$ cat src/rtl/calc1_scheduler.sv
// calc1_scheduler: four requester ports share one ALU. Each port captures a
// two-cycle command (cmd+operand1, then operand2), a round-robin main FSM
// issues pending requests to the ALU one at a time, waits for completion
// or timeout, and returns the response to the originating port only.
module calc1_scheduler #(
  parameter int TIMEOUT = 15
) (
  input  logic        c_clk,
  input  logic        reset,
  input  logic [0:3]  req1_cmd_in,
  input  logic [0:3]  req2_cmd_in,
  input  logic [0:3]  req3_cmd_in,
  input  logic [0:3]  req4_cmd_in,
  input  logic [0:31] req1_data_in,
  input  logic [0:31] req2_data_in,
  input  logic [0:31] req3_data_in,
  input  logic [0:31] req4_data_in,
  output logic [0:1]  out_resp1,
  output logic [0:1]  out_resp2,
  output logic [0:1]  out_resp3,
  output logic [0:1]  out_resp4,
  output logic [0:31] out_data1,
  output logic [0:31] out_data2,
  output logic [0:31] out_data3,
  output logic [0:31] out_data4,
  output logic        alu_valid,
  output logic [0:3]  alu_cmd,
  output logic [0:31] alu_op1,
  output logic [0:31] alu_op2,
  input  logic        alu_done,
  input  logic [0:1]  alu_resp,
  input  logic [0:31] alu_result
);

  typedef enum logic [1:0] {P_IDLE, P_OP2, P_PEND} port_state_t;
  typedef enum logic [1:0] {IDLE, ISSUE, WAIT, RESP} state_t;

  localparam logic [1:0] RESP_ERR = 2'd2;

  // Only add, sub, shift-left and shift-right are forwarded to the ALU.
  function automatic logic cmd_ok(input logic [0:3] c);
    return (c == 4'd1) || (c == 4'd2) || (c == 4'd5) || (c == 4'd6);
  endfunction

  // Reset release is pipelined through two flops so no command is taken
  // on the first edges after the asynchronous reset lets go.
  logic [1:0] sync_reg;
  logic       run;

  // Reset-release synchroniser.
  always_ff @(posedge c_clk or negedge reset) begin
    if (!reset) sync_reg <= 2'b00;
    else        sync_reg <= {sync_reg[0], 1'b1};
  end

  assign run = sync_reg[1];

  // Per-port request inputs gathered into arrays for the generate loop.
  logic [0:3]  cmd_in  [4];
  logic [0:31] data_in [4];

  assign cmd_in[0]  = req1_cmd_in;
  assign cmd_in[1]  = req2_cmd_in;
  assign cmd_in[2]  = req3_cmd_in;
  assign cmd_in[3]  = req4_cmd_in;
  assign data_in[0] = req1_data_in;
  assign data_in[1] = req2_data_in;
  assign data_in[2] = req3_data_in;
  assign data_in[3] = req4_data_in;

  // Latched request contents seen by the main FSM.
  logic [0:3]  port_cmd [4];
  logic [0:31] port_op1 [4];
  logic [0:31] port_op2 [4];
  logic [3:0]  pend;
  logic [3:0]  inv;
  logic [3:0]  rel;
  logic [0:1]  resp_arr [4];
  logic [0:31] data_arr [4];

  state_t      state_reg, state_next;
  logic [1:0]  grant_reg, grant_next;
  logic [1:0]  rr_reg, rr_next;
  logic [7:0]  cnt_reg, cnt_next;
  logic [0:1]  resp_reg, resp_next;
  logic [0:31] data_reg, data_next;
  logic [0:3]  alu_cmd_reg, alu_cmd_next;
  logic [0:31] op1_reg, op1_next;
  logic [0:31] op2_reg, op2_next;

  genvar gi;
  generate
    for (gi = 0; gi < 4; gi++) begin : gen_port
      port_state_t pstate_reg, pstate_next;
      logic [0:3]  cmd_reg;
      logic [0:31] op1_reg_p;
      logic [0:31] op2_reg_p;
      logic        bad_reg;

      // Capture state and operands; commands arriving outside P_IDLE are dropped.
      always_ff @(posedge c_clk or negedge reset) begin
        if (!reset) begin
          pstate_reg <= P_IDLE;
          cmd_reg    <= '0;
          op1_reg_p  <= '0;
          op2_reg_p  <= '0;
          bad_reg    <= 1'b0;
        end else begin
          pstate_reg <= pstate_next;
          if (pstate_reg == P_IDLE && run && cmd_in[gi] != 4'd0) begin
            cmd_reg   <= cmd_in[gi];
            op1_reg_p <= data_in[gi];
          end
          if (pstate_reg == P_OP2) begin
            op2_reg_p <= data_in[gi];
            bad_reg   <= !cmd_ok(cmd_reg);
          end
        end
      end

      // Port capture next-state: IDLE -> OP2 -> PEND, released by the main FSM.
      always_comb begin
        pstate_next = pstate_reg;
        case (pstate_reg)
          P_IDLE:  if (run && cmd_in[gi] != 4'd0) pstate_next = P_OP2;
          P_OP2:   pstate_next = P_PEND;
          P_PEND:  if (rel[gi]) pstate_next = P_IDLE;
          default: pstate_next = P_IDLE;
        endcase
      end

      assign pend[gi]     = (pstate_reg == P_PEND);
      assign inv[gi]      = bad_reg;
      assign port_cmd[gi] = cmd_reg;
      assign port_op1[gi] = op1_reg_p;
      assign port_op2[gi] = op2_reg_p;
      assign rel[gi]      = (state_reg == RESP) && (grant_reg == 2'(gi));
      assign resp_arr[gi] = rel[gi] ? resp_reg : 2'd0;
      assign data_arr[gi] = rel[gi] ? data_reg : 32'd0;
    end
  endgenerate

  // Round-robin pick: first pending port at or after rr_reg, wrapping.
  logic [1:0] pick;
  logic       found;
  logic [1:0] cand;

  // Cyclic priority search starting at the round-robin pointer.
  always_comb begin
    pick  = rr_reg;
    found = 1'b0;
    cand  = rr_reg;
    for (int k = 0; k < 4; k++) begin
      cand = rr_reg + k[1:0];
      if (!found && pend[cand]) begin
        pick  = cand;
        found = 1'b1;
      end
    end
  end

  // Main FSM registers and the issued/returned payload.
  always_ff @(posedge c_clk or negedge reset) begin
    if (!reset) begin
      state_reg   <= IDLE;
      grant_reg   <= 2'd0;
      rr_reg      <= 2'd0;
      cnt_reg     <= 8'd0;
      resp_reg    <= 2'd0;
      data_reg    <= 32'd0;
      alu_cmd_reg <= 4'd0;
      op1_reg     <= 32'd0;
      op2_reg     <= 32'd0;
    end else begin
      state_reg   <= state_next;
      grant_reg   <= grant_next;
      rr_reg      <= rr_next;
      cnt_reg     <= cnt_next;
      resp_reg    <= resp_next;
      data_reg    <= data_next;
      alu_cmd_reg <= alu_cmd_next;
      op1_reg     <= op1_next;
      op2_reg     <= op2_next;
    end
  end

  // Main FSM next-state: grant, issue, wait for done/timeout, respond.
  always_comb begin
    state_next   = state_reg;
    grant_next   = grant_reg;
    rr_next      = rr_reg;
    cnt_next     = cnt_reg;
    resp_next    = resp_reg;
    data_next    = data_reg;
    alu_cmd_next = alu_cmd_reg;
    op1_next     = op1_reg;
    op2_next     = op2_reg;
    case (state_reg)
      IDLE: begin
        if (found) begin
          grant_next = pick;
          if (inv[pick]) begin
            // Invalid requests are answered directly without touching the ALU.
            state_next = RESP;
            resp_next  = RESP_ERR;
            data_next  = 32'd0;
          end else begin
            state_next   = ISSUE;
            alu_cmd_next = port_cmd[pick];
            op1_next     = port_op1[pick];
            op2_next     = port_op2[pick];
          end
        end
      end
      ISSUE: begin
        cnt_next   = 8'd0;
        state_next = WAIT;
      end
      WAIT: begin
        cnt_next = cnt_reg + 8'd1;
        // Done takes priority over a timeout landing in the same cycle.
        if (alu_done) begin
          resp_next  = alu_resp;
          data_next  = alu_result;
          state_next = RESP;
        end else if (cnt_reg == 8'(TIMEOUT - 1)) begin
          resp_next  = RESP_ERR;
          data_next  = 32'd0;
          state_next = RESP;
        end
      end
      RESP: begin
        rr_next    = grant_reg + 2'd1;
        state_next = IDLE;
      end
      default: state_next = IDLE;
    endcase
  end

  assign alu_valid = (state_reg == ISSUE);
  assign alu_cmd   = alu_cmd_reg;
  assign alu_op1   = op1_reg;
  assign alu_op2   = op2_reg;

  assign out_resp1 = resp_arr[0];
  assign out_resp2 = resp_arr[1];
  assign out_resp3 = resp_arr[2];
  assign out_resp4 = resp_arr[3];
  assign out_data1 = data_arr[0];
  assign out_data2 = data_arr[1];
  assign out_data3 = data_arr[2];
  assign out_data4 = data_arr[3];

endmodule

$ cat config.mk
export PLATFORM = sky130hd
export DESIGN_NAME = calc1_scheduler
export DESIGN_NICKNAME = d
export VERILOG_FILES = /design/src/rtl/calc1_scheduler.sv
export SDC_FILE = /design/constraint.sdc
export NUM_CORES = 1
export LEC_CHECK = 0
export ABC_AREA = 1
export CAP_MARGIN = 20
export CORE_ASPECT_RATIO = 1.4
export CORE_MARGIN = 5
export CORE_UTILIZATION = 52
export DETAILED_ROUTE_END_ITERATION = 10
export MAX_ROUTING_LAYER = met4
export PLACE_DENSITY = 0.88
export SYNTH_ARGS = -nofsm -noshare
export SYNTH_HDL_FRONTEND = slang
export SYNTH_SLANG_ARGS = --single-unit
$ cat constraint.sdc
create_clock -name c_clk -period 2.8 [get_ports c_clk]
set_input_delay 0.7 -clock c_clk [delete_from_list [all_inputs] [get_ports c_clk]]
set_output_delay 0.7 -clock c_clk [all_outputs]
set_load 0.1 [all_outputs]
==> summary.txt, run 1 <==
Status
  – Outcome: finished clean

Worst setup path
  – Worst-path fanout max: 13
  – Cell family with most CP delay: buffers and inverters
  – Bufs and invs on worst path: 3
  – Worst EP required: 2.10 ns
  – Crit path cell chain: inv_1 -> ha_1 -> nand2_4 -> buf_4 -> nor2_1 -> buf_12
  – Critical Path Source: grant_reg[0]
  – Crit-path slowest cell: dfrtp_1
  – FF-to-FF Start: rr_reg[0]
  – Worst R2R Path Depth: 13
  – Critical Path Stages: 6
  – Max incr delay on CP: 0.40 ns
  – Startpoint Class: flop
  – Critical Path End Type: output pin
  – Crit path kind: reg -> out
  – Worst EP arrival: 2.06 ns

Power and ir drop
  – PD cells: 1410 mW/mm2
  – Sw frac: 50.2%
  – P_sw: 18.3 mW
  – Combinational fraction of design power: 56.1%
  – Internal: 18.1 mW
  – Flop pwr share: 28.1%
  – Pwr Total: 36.5 mW
  – Pleak: 12.5 nW
  – Clock power frac: 15.8%
  – VDD IR max: 1.25 mV

STA
  – Minimum clock period: 2.76 ns
  – RSZ-0062 raised after global routing: yes
  – Worst hold slack: 0.0894 ns
  – Relative slew slack: 53.9%
  – Final setup viols: 0
  – Clk_skew: 0.0166 ns
  – Worst-Margin Slew: 0.691 ns
  – Fin. Hold Viols: 0
  – Max-slew violation total from the final report: 0
  – Fin crit share: 98.6%
  – Sum Neg Setup Slack: 0 ns
  – Max Clk Rate: 362 MHz

Logic synthesis
  – Post-synthesis mux area share: 0%
  – Adder-Cell Fraction of Synth Area: 0.732%
  – Mapped cell area: 0.0188 mm2
  – Register bit count reported by yosys: 402
  – Synth Area in Simple Gates: 25.3%
  – Area contributors post-synth: dfrtp_1, nand2_1, o21ai_0
  – Synth Net Count: 2548
  – Cell taking the most area after synthesis: dfrtp_1
  – Compound-Gate Fraction of Synth Area: 12.5%
  – Top cell type's share of synthesized area: 53.5%
  – Yosys warns: 0
  – Sequential fraction of the synthesis area: 53.5%
  – Main combinational cell family by area after synthesis: simple AND/OR/NAND/NOR gates
  – Yosys cell types: 35
  – Xor and xnor fraction of the mapped netlist area: 0.186%
  – Synthesized area per cell: 7.98 um2
  – Syn Inst Count: 2356

Die
  – Die area: 0.0401 mm2
  – Die height: 235 um
  – Initial Util: 52.5%
  – Die X: 171 um
  – Core ar.: 0.0358 mm2
  – I/O Pins: 386
  – Standard-cell rows: 82

Final layout
  – Seq. cell area: 0.0101 mm2
  – Antenna cells: 0
  – Multi-input gate area in the final layout: 0.00737 mm2
  – Commonest cells after routing, fill and taps aside: nand2_1, dfrtp_1, o21ai_0, nor2_1, inv_1
  – Final nets: 2874
  – FILL cells: 2498
  – P&R area growth vs syn: 37.4%
  – Fin util: 72.1%
  – Final Non-Filler Cells: 3171
  – Largest regs: gen_port.op1_reg_p (128), gen_port.op2_reg_p (128)
  – Most common cell after layout, fill and taps aside: nand2_1
  – Share of layout cells above drive strength 1: 15.7%

Clocking
  – Root buffer cell: clkbuf_16
  – CTS H-Tree Depth: 2
  – Longest Clk Path Bufs: 3
  – Reg clk slew, reported paths: 0.06 ns
  – Total CTS buffers: 38
  – CTS tree: yes
  – Clk_lat worst skew: 0.54 ns
  – CTS Sinks: 402

Global routing
  – GRT Overall Usage: 29.5%
  – GRT overflow: 0
  – Global-route wire length before repair: 92000 um
  – Largest net degree at the start of global routing: 101
  – Initial antenna violation count: 0
  – Vias in the first global route: 17119

Route
  – First-pass iteration count of the detailed router: 6
  – Post-DR wirelength/cell: 18.8 um
  – Vias: 17374
  – Drt initial violations: 1403
  – Drt drc: 0
  – Routed vias/inst: 5.48
  – WL final: 59600 um
  – Post-DRT Antenna Nets: 0

Flow run
  – Max-Cap Viols: 0

Placed design
  – Dpl hpwl: 42900 um
  – Final Wtd Congestion: 1.01
  – IO buf count: 385
  – Dpl cells: 3104

Min path
  – Hold Crit Class: in -> async
## final cells by class
type,count,area share [%]
Timing Repair Buffer,427,21.7
Multi-Input combinational cell,1600,28.5
Clock buffer,51,4.43
Tap cell,462,2.24
Sequential cell,402,39.0
Inverter,213,3.11
Clock inverter,16,1.04
## cells in the mapped netlist
| cell | instances |
|---|---|
| a21boi_0 | 1 |
| a21oi_1 | 13 |
| a21oi_2 | 1 |
| buf_1 | 8 |
| buf_2 | 32 |
| buf_4 | 6 |
| buf_6 | 6 |
| clkbuf_1 | 89 |
| conb_1 | 1 |
| dfrtp_1 | 402 |
| ha_1 | 11 |
| inv_1 | 208 |
| inv_2 | 4 |
| inv_4 | 1 |
| nand2_1 | 706 |
| nand2_2 | 7 |
| nand3_1 | 22 |
| nand3_2 | 3 |
| nand3_4 | 1 |
| nand3b_1 | 33 |
| nand4_1 | 5 |
| nand4_2 | 2 |
| nor2_1 | 283 |
| nor2_2 | 2 |
| nor2_4 | 2 |
| nor3_1 | 10 |
| nor4_1 | 1 |
| o211ai_1 | 68 |
| o21a_1 | 1 |
| o21ai_0 | 345 |
| o21ai_1 | 5 |
| o31ai_1 | 1 |
| or2_2 | 72 |
| xnor2_1 | 3 |
| xor2_1 | 1 |
## routing by layer
metal	vias to the layer above	wire [um]	GRT usage, %
li1	8048	-	-
met1	8254	21500	33.7
met2	885	29800	49.6
met3	187	4400	4.17
met4	0	3880	16.5
met5	-	0	-
## through the flow
stage | setup slack (ns) | instance area (um2)
finish | 0.0393 | 25800
detailed placement | 0.0977 | 24400
CTS | 0.00368 | 25800
global placement | 0.302 | 24400
floorplan | -0.281 | 18800
global route | -0.0238 | 25800
## repair_timing
item | CTS | global route
gates resized for setup | 5 | 10
setup endpoints to repair | 54 | 103
hold buffers | 0 | 0
gates cloned | 0 | 0
buffers inserted | 0 | 0
## worst paths after layout
kind,slack [ns],end
min in group c_clk,0.36,sync_reg[1]
worst min-delay path,0.09,gen_port[1].op2_reg_p[13]
worst max-delay path,0.04,out_data1[8]
worst max register to register,0.26,alu_op2[5]
worst min register to register,0.36,sync_reg[1]
max in group asynchronous,1.76,alu_op2[5]
## logic make-up after synthesis
kind of cell / count (synthesis)
compound gates: 435
simple gates: 1149
fa+ha+maj: 11
flops: 402
other cells: 1
buf+inv: 354
xor+xnor: 4
## power by group through the flow
stage                     Sequential, mW  Combinational (mW)  Clock, mW
after global placement              10.1                19.5          0
final                               10.2                20.5       5.76
after floorplan                     12.8                11.8          0
after CTS                           10.2                20.3       5.83
after global routing                10.5                22.2       6.07
after detailed placement            10.2                20.1          0
(Power assumes the default switching activity.)
==> inputs of run 2 (changes only) <==
--- a/config.mk
+++ b/config.mk
@@ -10,6 +10,7 @@
 export CORE_ASPECT_RATIO = 1.4
 export CORE_MARGIN = 5
 export CORE_UTILIZATION = 52
+export CTS_CLUSTER_SIZE = 16
 export DETAILED_ROUTE_END_ITERATION = 10
 export MAX_ROUTING_LAYER = met4
 export PLACE_DENSITY = 0.88
==> results of run 2 <==
The final DEF is identical to that of run 1; final timing and power are the same.
